[config.mk]
export PLATFORM = sky130hd
export DESIGN_NAME = md_iter_unit
export DESIGN_NICKNAME = d
export VERILOG_FILES = /design/src/rtl/md_iter_unit_pkg.sv /design/src/rtl/md_iter_unit_step.sv /design/src/rtl/md_iter_unit.sv
export SDC_FILE = /design/constraint.sdc
export NUM_CORES = 1
export LEC_CHECK = 0
export CORE_MARGIN = 2
export CORE_UTILIZATION = 55
export DETAILED_ROUTE_END_ITERATION = 8
export PLACE_DENSITY = 0.73
export SLEW_MARGIN = 40
export SYNTH_ARGS = -nofsm -noshare
export SYNTH_HDL_FRONTEND = slang
export SYNTH_HIERARCHICAL = 1
export SYNTH_SLANG_ARGS = --single-unit
[constraint.sdc]
create_clock -name clk -period 5.5 [get_ports clk]
set_clock_uncertainty 0.1 [all_clocks]
set_input_delay 1.1 -clock clk [delete_from_list [all_inputs] [get_ports clk]]
set_output_delay 1.1 -clock clk [all_outputs]
set_load 0.01 [all_outputs]
[src/rtl/md_iter_unit_pkg.sv]
// Shared definitions for the iterative multiply/divide unit: FSM state
// encodings, operation select values and the iteration counter width helper.
package md_iter_unit_pkg;

    typedef enum logic [1:0] {
        IDLE   = 2'd0,
        PREP   = 2'd1,
        RUN    = 2'd2,
        FINISH = 2'd3
    } md_state_t;

    localparam logic MD_MUL = 1'b0;
    localparam logic MD_DIV = 1'b1;

    // Counter must hold WIDTH/STEP itself, hence the +1.
    function automatic int cnt_width(input int width, input int step);
        return $clog2(width / step + 1);
    endfunction

endpackage

[src/rtl/md_iter_unit_step.sv]
// One radix-2 iteration: restoring shift-subtract for divide, shift-add over
// the {hi, lo} accumulator for multiply. Chained STEP times per clock.
module md_step
    import md_iter_unit_pkg::*;
#(
    parameter int WIDTH = 32
) (
    input  logic             is_div,
    input  logic [WIDTH-1:0] hi,
    input  logic [WIDTH-1:0] lo,
    input  logic [WIDTH-1:0] b,
    output logic [WIDTH-1:0] hi_next,
    output logic [WIDTH-1:0] lo_next
);

    logic [WIDTH:0] shifted;
    logic [WIDTH:0] diff;
    logic [WIDTH:0] sum;

    // Divide: partial remainder in hi, dividend/quotient shifting through lo.
    // Multiply: multiplier consumed from lo[0], product shifts down into lo.
    always_comb begin
        shifted = {hi, lo[WIDTH-1]};
        diff    = shifted - {1'b0, b};
        sum     = {1'b0, hi} + (lo[0] ? {1'b0, b} : '0);
        hi_next = hi;
        lo_next = lo;
        if (is_div == MD_DIV) begin
            if (!diff[WIDTH]) begin
                hi_next = diff[WIDTH-1:0];
                lo_next = {lo[WIDTH-2:0], 1'b1};
            end else begin
                hi_next = shifted[WIDTH-1:0];
                lo_next = {lo[WIDTH-2:0], 1'b0};
            end
        end else begin
            hi_next = sum[WIDTH:1];
            lo_next = {sum[0], lo[WIDTH-1:1]};
        end
    end

endmodule

[src/rtl/md_iter_unit.sv]
// Iterative multiply/divide engine with start/done handshake, flush cancel
// and divide-by-zero reporting. Magnitudes are iterated; signs fixed at the end.
module md_iter_unit
    import md_iter_unit_pkg::*;
#(
    parameter int WIDTH = 32,
    parameter int STEP  = 1
) (
    input  logic             clk,
    input  logic             rst,
    input  logic             start,
    input  logic             cancel,
    input  logic             is_div,
    input  logic             is_sign,
    input  logic [WIDTH-1:0] opa,
    input  logic [WIDTH-1:0] opb,
    output logic             busy,
    output logic             done,
    output logic             div_zero,
    output logic [WIDTH-1:0] result_hi,
    output logic [WIDTH-1:0] result_lo
);

    localparam int ITERS = WIDTH / STEP;
    localparam int CNT_W = cnt_width(WIDTH, STEP);

    md_state_t state, state_next;

    logic [CNT_W-1:0]            cnt;
    logic [WIDTH-1:0]            a_r, b_r, acc_hi, acc_lo;
    logic                        op_div, op_sign, neg_q, neg_r;
    logic                        accept, div_by_zero, fin_we;
    logic [STEP:0][WIDTH-1:0]    chain_hi, chain_lo;
    logic [WIDTH-1:0]            fin_hi, fin_lo;
    logic [2*WIDTH-1:0]          prod;

    function automatic logic [WIDTH-1:0] abs_val(input logic [WIDTH-1:0] v, input logic sgn);
        return (sgn && v[WIDTH-1]) ? -v : v;
    endfunction

    assign accept      = (state == IDLE) && start && !cancel;
    assign div_by_zero = (op_div == MD_DIV) && (b_r == '0);
    assign fin_we      = (state_next == FINISH);

    // State register
    always_ff @(posedge clk) begin
        if (rst) state <= IDLE;
        else     state <= state_next;
    end

    // Next state and handshake outputs; cancel overrides everything outside IDLE
    always_comb begin
        state_next = state;
        busy       = (state != IDLE);
        done       = (state == FINISH);
        case (state)
            IDLE:    if (start && !cancel) state_next = PREP;
            PREP:    if (cancel)           state_next = IDLE;
                     else if (div_by_zero) state_next = FINISH;
                     else                  state_next = RUN;
            RUN:     if (cancel)                  state_next = IDLE;
                     else if (cnt == CNT_W'(1))   state_next = FINISH;
            FINISH:  state_next = IDLE;
            default: state_next = IDLE;
        endcase
    end

    assign chain_hi[0] = acc_hi;
    assign chain_lo[0] = acc_lo;

    for (genvar i = 0; i < STEP; i++) begin : g_step
        md_step #(.WIDTH(WIDTH)) u_step (
            .is_div  (op_div),
            .hi      (chain_hi[i]),
            .lo      (chain_lo[i]),
            .b       (b_r),
            .hi_next (chain_hi[i+1]),
            .lo_next (chain_lo[i+1])
        );
    end

    // Final result: sign fix-up of the last iteration, or the divide-by-zero pattern
    always_comb begin
        prod   = {chain_hi[STEP], chain_lo[STEP]};
        fin_hi = chain_hi[STEP];
        fin_lo = chain_lo[STEP];
        if (state == PREP) begin
            fin_hi = a_r;
            fin_lo = '1;
        end else if (op_div == MD_DIV) begin
            if (neg_q) fin_lo = -chain_lo[STEP];
            if (neg_r) fin_hi = -chain_hi[STEP];
        end else begin
            if (neg_q) prod = -prod;
            fin_hi = prod[2*WIDTH-1:WIDTH];
            fin_lo = prod[WIDTH-1:0];
        end
    end

    // Operand capture, magnitude preparation and accumulator iteration
    always_ff @(posedge clk) begin
        if (accept) begin
            a_r     <= opa;
            b_r     <= opb;
            op_div  <= is_div;
            op_sign <= is_sign;
        end
        if (state == PREP) begin
            acc_hi <= '0;
            acc_lo <= abs_val(a_r, op_sign);
            b_r    <= abs_val(b_r, op_sign);
            neg_q  <= op_sign & (a_r[WIDTH-1] ^ b_r[WIDTH-1]);
            neg_r  <= op_sign & a_r[WIDTH-1];
        end
        if (state == RUN) begin
            acc_hi <= chain_hi[STEP];
            acc_lo <= chain_lo[STEP];
        end
    end

    // Iteration counter and held results; results change only on entry to FINISH
    always_ff @(posedge clk) begin
        if (rst) begin
            cnt       <= '0;
            result_hi <= '0;
            result_lo <= '0;
            div_zero  <= 1'b0;
        end else begin
            if (accept) div_zero <= 1'b0;
            if (state == PREP)     cnt <= CNT_W'(ITERS);
            else if (state == RUN) cnt <= cnt - CNT_W'(1);
            if (fin_we) begin
                result_hi <= fin_hi;
                result_lo <= fin_lo;
                div_zero  <= (state == PREP);
            end
        end
    end

endmodule

==> reports/metrics.yaml, run 1 <==
floorplan:
  dieArea_um2: 30300
  die_y_um: 174
  ioPinCount: 137
  start_util_pct: 55.6
  row_count: 62
  coreArea_um2: 28600
  fp.dieW_um: 174
placement:
  postPlaceCellArea_um2: 18500
  portBuffers: 136
  dp_hpwl_mm: 40.0
  place_ws_ns: 0.0487
  routabilityCongestion: 0.982
synth:
  synth_nets: 1968
  synth_area_um2: 15900
  yosys.area.top_type: "edfxtp_1"
  synth_top_area_share_pct: 24.9
  synth-seq-area-share_pct: 34.1
  synth.avg_cell_area_um2: 8.74
  synth_seq_cells: 205
  synthCells: 1821
  ys_warn_count: 6
  synth_edf_count: 132
  ys.flop_type: "edfxtp_1"
  async_flop_share_pct: 0
  ys_top_cells_by_area: "edfxtp_1 (25%), dfxtp_1 (9.2%), ha_1 (5.9%), xnor2_1 (5.3%), nand2_1 (4.6%)"
  yosys.cell_types.count: 92
finish:
  n_fill_cell: 2335
  drive_gt1_share_pct: 15.7
  n_antenna_cell: 0
  fin_area_um2: 19600
  final_cell_mix: "nand2_1 (194), buf_4 (138), clkdlybuf4s50_1 (135), edfxtp_1 (132), nor2_1 (127)"
  final_common_cell: "nand2_1"
  layout.nets: 2186
  syn2layout_area_growth_pct: 23.3
clocking:
  clk_path_buf_depth: 3
  cts_root_buf: "clkbuf_16"
  cts_tree: "yes"
  cts_buffers: 25
  cts_hold_buf: 0
  clk_latency_ns: 0.55
  clk_pin_slew_ns: 0.06
  cts_sinks: 205
  htreeDepth: 1
global_route:
  grt_max_degree: 76
  grt_pass1_wl_mm: 81.1
  grt_antenna_before_repair: 0
  overflow: 0
  grt_pass1_vias: 14674
  grt.total_usage_pct: 33.8
timing:
  finalHoldViolCount: 0
  timing.final.crit_share_pct: 97.6
  min_period_ns: 5.37
  finalSetupViolCount: 0
  tightest_slew_ns: 0.780
  setup_ws_ns: 0.130
  fmax_ghz: 0.186
  relSlewSlack_pct: 47.6
  slew_viol_final: 0
pwr:
  power_density_nw_per_um2: 255
  ir_worst_vdd_uv: 240
  p_total_uw: 5000
  leakage_uw: 0.00729
worst_hold_path:
  hold_path_class: "flop to flop"
routing:
  drcViolationCount: 0
  first_iter_violations: 1350
  wire_per_inst_um: 21.5
  drtAntennaViolNets: 0
  dr.pass1.iters: 7
  vias: 15082
  avgViaCountPerCell: 6.18
  wl_mm: 52.5
critical_path:
  cp_top_family: "compound AO/OA/AOI/OAI gates"
  path_class: "flop to flop"
  critPathSlowestCell: "or4_4"
  end_kind: "flop"
  crit_top_cell: "buf_4"
  cp.arrival_ns: 5.74
  cp.required_ns: 5.87
  slowest_delay_ns: 0.49
  cp_max_fo: 7
  critPathLaunchType: "flop"
  crit_chain: "buf_4, fa_1, nand2b_1, a21oi_2, o21ai_2, o21ai_4, a31oi_4, a21oi_4, xor2_4, buf_4, buf_4, o311ai_1, a31oi_1, buf_4, nor3_2, buf_4, nand4b_1, or4_4, and3_4, o41ai_2, o2111ai_1, a21oi_1"
  critPathBufInv: 5
run:
  cap_violations: 0
status:
  status: "finished clean"
==> layout make-up <==
type                            count  area [um^2]  area share [%]
Timing Repair Buffer              281         2520            12.9
Sequential cell                   205         5430            27.6
Inverter                           70          263            1.34
Clock inverter                     11          156           0.797
Multi-Input combinational cell   1456        10100            51.2
Tap cell                          384          480            2.45
Clock buffer                       35          724            3.69
==> cells in the mapped netlist (all sizes together), types with 16 or more instances <==
cell      n
mux2     64
and2     72
buf      22
a31oi    31
xnor2    97
o21ai   100
nand3    38
inv      70
ha       75
or4      17
or3      20
nand2b   17
a21oi   112
nand4    21
nor4     27
xor2     76
nand2   194
mux2i    24
clkbuf   69
a21o     24
o211ai   21
nor3     84
o41ai    16
edfxtp  132
o31ai    20
nor2    129
dfxtp    73
==> metrics by stage <==
step                      hold slack [ns]  instances  setup TNS, ns  utilization [%]
after floorplan                     0.332       1821              0                -
after global placement              0.342       2382              0             64.4
after detailed placement            0.342       2383              0             64.5
after CTS                           0.350       2429              0             67.6
after global routing                0.376       2442        -0.0438             68.6
final                               0.349       2442              0             68.6
==> state kept, by name (all words and copies together) (netlist names) <==
name and cells:
a_r 32, acc_hi 32, acc_lo 32, b_r 32, result_hi 32, result_lo 32
cnt 6, state 2, div_zero 1, neg_q 1, neg_r 1, op_div 1
op_sign 1
==> layer usage <==
layer | global-route usage (%) | up-vias | wire (um)
li1 | - | 7113 | -
met1 | 44.7 | 7173 | 22300
met2 | 55.4 | 657 | 24200
met3 | 4.90 | 139 | 3430
met4 | 14.7 | 0 | 2560
met5 | 0 | - | 0
==> report_power, final <==
group          switching, uW  total, uW  internal (uW)  leakage (uW)
logic                    830       1450            619       0.00503
registers               71.7       1790           1720       0.00182
clock network            690       1760           1070      0.000436
==> what timing repair did <==
item	in CTS	in global routing
gates cloned	0	1
pin swaps	0	8
setup endpoints to repair	1	23
resized for setup	1	25
buffers inserted	0	11
==> cell families (layout without fill, tap and decap cells) <==
kind of cell	after synthesis	count (layout)	synth area share (%)
mux	88	88	6.04
simple gates	679	679	21.6
buf+inv	161	397	4.10
compound gates	438	438	18.4
flops	205	205	34.1
xor+xnor	173	174	9.68
fa+ha+maj	77	77	6.15
==> worst register-to-register path: cells and delay by family (launching register included) <==
family / cells / cell delay (ns)
AOI/OAI and AO/OA: 10 / 1.89
xor gates and xnor gates: 1 / 0.19
adders and majority gates: 1 / 0.45
buffers and inverters: 5 / 0.86
DFF: 1 / 0.47
and+or+nand+nor: 5 / 1.33
==> path summary, 6_finish.rpt <==
check | endpoint | startpoint | slack, ns | depth (start not counted)
hold reg to reg | result_lo[12] | result_lo[12] | 0.35 | 2
hold / removal | result_lo[12] | result_lo[12] | 0.35 | 2
setup / recovery | result_hi[26] | b_r[1] | 0.13 | 22
setup reg to reg | result_hi[26] | b_r[1] | 0.13 | 22
Note: power is estimated with default switching activity, not from simulation.
==> run 2, diff against run 1 <==
CORE_MARGIN = 8   (was 2)
==> run 2 against run 1 <==
Effect of this change: fmax rose by 0.63%; register-to-register slack improved by 0.03 ns; final cell count barely moved; critical endpoint is now result_hi[30]; hold slack improved by 0.0061 ns; non-clock buffer count rose by 1; first-iteration DRC count fell by 3.8%; global-route usage fell by 4.1 points.
==> reports/metrics.yaml, run 2 (same netlist as run 1, synthesis figures left out) <==
status:
  status: "finished clean"  # unchanged
clocking:
  cts_sinks: 205  # unchanged
  htreeDepth: 1  # unchanged
  cts_root_buf: "clkbuf_16"  # unchanged
  cts_buffers: 25  # unchanged
  cts_tree: "yes"  # unchanged
  clk_pin_slew_ns: 0.06  # about the same
  clk_latency_ns: 0.56  # was 0.55 ns
  cts_hold_buf: 0  # unchanged
  clk_path_buf_depth: 3  # unchanged
timing:
  slew_viol_final: 0  # unchanged
  finalHoldViolCount: 0  # unchanged
  finalSetupViolCount: 0  # unchanged
  tns_ns: 0  # unchanged
  relSlewSlack_pct: 46.3  # was 47.6%
  tightest_slew_ns: 0.805  # was 0.780 ns
  fmax_ghz: 0.187  # was 0.186 GHz
  min_period_ns: 5.34  # was 5.37 ns
  timing.final.crit_share_pct: 97.0  # was 97.6%
critical_path:
  regToRegEndpoint: "result_hi[30]"  # was result_hi[26]
  path_class: "flop to flop"  # unchanged
  crit_chain: "and2_1, ha_1, o21ai_0, o211ai_1, a21oi_2, a21oi_2, a2111oi_4, buf_4, nor2_2, a31oi_1, xor2_1, buf_4, mux2i_1, or4_4, or3_4, or2_1, a31oi_1, o21ai_0, or3_1, a211oi_2"  # was buf_4, fa_1, nand2b_1, a21oi_2, o21ai_2, o21ai_4, a31oi_4, a21oi_4, xor2_4, buf_4, buf_4, o311ai_1, a31oi_1, buf_4, nor3_2, buf_4, nand4b_1, or4_4, and3_4, o41ai_2, o2111ai_1, a21oi_1
  cp.arrival_ns: 5.70  # was 5.74 ns
  slowest_delay_ns: 0.57  # was 0.49 ns
  critPathSlowestCell: "or4_4"  # unchanged
  reg2regPathDepth: 20  # was 22
  reg2reg_from: "acc_lo[0]"  # was b_r[1]
  end_kind: "flop"  # unchanged
  critPathLaunchType: "flop"  # unchanged
  r2r_setup_slack_ns: 0.16  # was 0.13 ns
  cp_max_fo: 5  # was 7
  cp.required_ns: 5.86  # was 5.87 ns
finish:
  n_antenna_cell: 0  # unchanged
  fin_area_um2: 19600  # about the same
  drive_gt1_share_pct: 16.1  # was 15.7%
  final_cell_mix: "nand2_1 (194), buf_4 (136), clkdlybuf4s50_1 (135), edfxtp_1 (132), nor2_1 (126)"  # was nand2_1 (194), buf_4 (138), clkdlybuf4s50_1 (135), edfxtp_1 (132), nor2_1 (127)
  n_fill_cell: 2288  # was 2,335
  layout.nets: 2187  # was 2,186
  final_common_cell: "nand2_1"  # unchanged
  syn2layout_area_growth_pct: 23.4  # was 23.3%
routing:
  wl_mm: 52.5  # about the same
  drcViolationCount: 0  # unchanged
  first_iter_violations: 1299  # was 1,350
  drtAntennaViolNets: 0  # unchanged
  wire_per_inst_um: 21.5  # about the same
  dr.pass1.iters: 5  # was 7
  vias: 15049  # was 15,082
  avgViaCountPerCell: 6.16  # was 6.18
floorplan:
  coreArea_um2: 28600  # unchanged
  dieArea_um2: 34600  # was 30,300 um^2
  die_y_um: 186  # was 174 um
  ioPinCount: 137  # unchanged
  fp.dieW_um: 186  # was 174 um
  row_count: 62  # unchanged
  start_util_pct: 55.6  # unchanged
pwr:
  leakage_uw: 0.00724  # was 0.00729 uW
  p_switching_uw: 1590  # about the same
  power_frac_seq_pct: 36.5  # was 35.9%
  combPwrFrac_pct: 29.8  # was 29.0%
  p_sw_share_pct: 32.5  # was 31.8%
  power_density_nw_per_um2: 250  # was 255 nW/um^2
  p_clk_share_pct: 33.7  # was 35.2%
  ir_worst_vdd_uv: 250  # was 240 uV
  p_int_uw: 3310  # was 3410 uW
worst_hold_path:
  min_delay_path_depth: 2  # unchanged
  holdPathEnd: "result_lo[8]"  # was result_lo[12]
  min_from: "result_lo[8]"  # was result_lo[12]
  hold_path_class: "flop to flop"  # unchanged
global_route:
  grt.total_usage_pct: 29.8  # was 33.8%
  grt_max_degree: 100  # was 76
  grt_pass1_wl_mm: 81.5  # was 81.1 mm
  overflow: 0  # unchanged
  grt_pass1_vias: 14472  # was 14,674
  grt_antenna_before_repair: 0  # unchanged
run:
  cap_violations: 0  # unchanged
placement:
  portBuffers: 136  # unchanged
  routabilityCongestion: 1.01  # was 0.982
  postPlaceCellArea_um2: 18400  # was 18,500 um^2
  dp_hpwl_mm: 39.6  # was 40.0 mm
-- run 2: critical path, delay by kind of cell (launching register included) --
family / cells / cell delay (ns)
adders and majority gates: 1 / 0.34
xor gates and xnor gates: 1 / 0.19
muxes: 1 / 0.08
AOI/OAI and AO/OA: 9 / 1.92
buffers and inverters: 2 / 0.34
DFF: 1 / 0.46
and+or+nand+nor: 6 / 1.81
-- run 2: metal layers --
metal  part of all wire (%)  up-vias  global-route usage, %
met5                      0        -                      0
li1                       -     7107                      -
met2                     46      640                   48.2
met1                     43     7188                   39.6
met4                    4.1        0                   12.0
met3                    6.9      114                   4.22
-- run 2: power groups by stage --
| stage | clock network, uW | registers [uW] | logic (uW) |
|---|---|---|---|
| final | 1650 | 1790 | 1460 |
| after global routing | 1730 | 1800 | 1570 |
| after detailed placement | 0 | 1820 | 1350 |
| after global placement | 0 | 1820 | 1340 |
| after floorplan | 0 | 1800 | 863 |
| after CTS | 1670 | 1790 | 1370 |
-- run 2: area by class of cell --
class                   instances  area [um^2]  area share [%]
clock buffers                  32          672            3.42
repair buffers                282         2540            12.9
inverters                      70          263            1.34
flip-flops and latches        205         5430            27.6
clock inverters                14          135           0.688
well taps                     384          480            2.45
multi-input cells            1456        10100            51.5
-- run 2: how the worst max path moves through the flow --
stage,startpoint,end,cells past startpoint
floorplan,b_r[0],result_hi[26],20
global placement,b_r[0],result_hi[19],19
detailed placement,b_r[0],result_hi[30],19
CTS,b_r[0],result_hi[30],18
global route,b_r[10],result_hi[30],19
finish,acc_lo[0],result_hi[30],20
-- run 2: through the flow --
stage | util [%] | instances | setup slack, ns | hold slack [ns] | power [uW]
after floorplan | - | 1821 | 0.579 | 0.332 | 2660
after global placement | 64.2 | 2377 | 0.131 | 0.341 | 3160
after detailed placement | 64.4 | 2379 | -0.0648 | 0.345 | 3170
after CTS | 67.2 | 2425 | 0 | 0.357 | 4820
after global routing | 68.6 | 2443 | -0.0819 | 0.373 | 5100
final | 68.6 | 2443 | 0.164 | 0.355 | 4910
-- run 2: timing repair --
action / 4_1_cts / 5_1_grt
setup endpoints to repair: 2 / 21
pin swaps: 0 / 11
cloned: 0 / 1
gates resized for setup: 1 / 40
setup buffers: 0 / 16
==> edit (flow settings as in run 1) <==
`WIDTH` is set to 32 in 2 places; all go to 16.
--- a/src/rtl/md_iter_unit_step.sv
+++ b/src/rtl/md_iter_unit_step.sv
@@ -3,7 +3,7 @@
 module md_step
     import md_iter_unit_pkg::*;
 #(
-    parameter int WIDTH = 32
+    parameter int WIDTH = 16
 ) (
     input  logic             is_div,
     input  logic [WIDTH-1:0] hi,
--- a/src/rtl/md_iter_unit.sv
+++ b/src/rtl/md_iter_unit.sv
@@ -3,7 +3,7 @@
 module md_iter_unit
     import md_iter_unit_pkg::*;
 #(
-    parameter int WIDTH = 32,
+    parameter int WIDTH = 16,
     parameter int STEP  = 1
 ) (
     input  logic             clk,
Ports: changed (resized opa, opb, result_hi and result_lo); port bits go from 137 to 73. No check against the original RTL was run, so the function may have changed too.
==> edit against run 1 <==
  * Critical endpoint is now result_hi[13]
  * Setup slack better by 0.34 ns
  * Power is 45% lower
  * Die area is 49% lower
  * Sequential cell count is 97 lower
  * Area after synthesis is 50% lower
  * Wire length is 61% lower
  * Synthesized cell count is 51% lower
  * Cell area is 53% lower
==> edit: results <==
group,metric,value,unit
grt,grt_max_degree,74,
grt,grt_pass1_vias,6120,
placed_design,gp_congestion,0.949,
route,drt_iter0_drc,698,
placed_design,dp_hpwl,15.4,mm
setup_path,crit_slowest_cell,"nor3_1",
clock_network,cts_buffer_depth,2,
finish,drive_gt1_share,8.39,%
logic_synthesis,seq_area_frac_synth,35.5,%
setup_path,max_stage_delay,0.56,ns
clock_network,clkLatencyLatePin,0.36,ns
logic_synthesis,synth_edf_count,68,
sta,maxSlewHeadroom,46.0,%
grt,grt_usage,26.1,%
power,p_leak,3.34,nW
clock_network,htree_num_levels,3,
clock_network,cts-resized-gates,0,
logic_synthesis,synth_nets,979,
placed_design,dp_slack,0.512,ns
route,wirelength,20.3,mm
route,drt_first_pass_iters,5,
setup_path,crit_arrival,5.16,ns
route,vias_per_cell,5.94,
logic_synthesis,synthTopCellsByArea,"edfxtp_1 (26%), dfxtp_1 (10%), ha_1 (6.7%)",
grt,grt_pass1_wl,32.5,mm
outcome,status,"complete, no violations",
placed_design,port_buffers,72,
finish,nets,1031,
setup_path,worstPathMaxFanout,16,
grt,antenna_found_initial,0,
logic_synthesis,ys_types,75,
-- edit: metrics by stage --
step / total power [mW] / cell area (um2) / utilization, % / hold WS, ns / std cells
2_1_floorplan: 1.78 / 8000 / - / 0.369 / 896
3_3_place_gp: 2.04 / 8860 / 61.7 / 0.365 / 1121
3_5_place_dp: 2.05 / 8860 / 61.7 / 0.365 / 1121
4_1_cts: 2.73 / 9180 / 63.9 / 0.385 / 1137
5_1_grt: 2.89 / 9180 / 63.9 / 0.405 / 1137
6_report: 2.73 / 9180 / 63.9 / 0.386 / 1137
-- edit: final cells by class --
cell class,count,area [um2]
clock buffer,9,225
clock inverter,7,87.6
fill,1252,5190
inverter,44,165
multi-input combinational,702,4820
sequential,108,2840
tap,184,230
timing repair buffer,83,811
-- edit: worst register-to-register path: stages (launching register included) --
cell      delay, ns
edfxtp_1       0.45
ha_1           0.26
fa_1           0.38
nand2b_1       0.20
a21oi_1        0.28
o21ai_2        0.16
o311ai_4       0.44
xor2_4         0.42
mux2i_1        0.13
mux2_4         0.30
nor3_1         0.56
nand4_1        0.19
o21ai_0        0.41
mux2_2         0.39
o211ai_1       0.15
a21oi_1        0.08
-- edit: power by group through the flow --
stage / sequential, mW / combinational, mW / clock, mW
after floorplan: 1.01 / 0.767 / 0
after global placement: 1.04 / 1.00 / 0
after detailed placement: 1.04 / 1.01 / 0
after CTS: 1.02 / 1.02 / 0.688
after global routing: 1.03 / 1.14 / 0.722
final: 1.02 / 1.03 / 0.681
-- edit: worst paths after layout --
check	startpoint	to	slack, ns	depth (start not counted)
worst max-delay path	b_r[0]	result_hi[13]	0.47	15
worst min-delay path	result_hi[11]	result_hi[11]	0.39	2
worst max register to register	b_r[0]	result_hi[13]	0.47	15
worst min register to register	result_hi[11]	result_hi[11]	0.39	2
-- edit: kinds of logic (layout without fill, tap and decap cells) --
group                      Yosys count  in the layout  synth area share [%]
adders and majority gates           45             45                  7.23
DFF                                108            108                  35.5
xor gates and xnor gates            73             73                  8.23
muxes                               44             44                  6.07
and+or+nand+nor                    328            328                  20.6
AOI/OAI and AO/OA                  212            212                  17.8
buffers and inverters               86            143                  4.46
-- edit: per-layer routing --
layer	GRT usage, %	wire length [um]	up-vias
met2	39.1	8820	262
li1	-	-	3364
met3	3.22	1540	27
met4	7.27	364	0
met5	0	0	-
met1	39.7	9570	3099
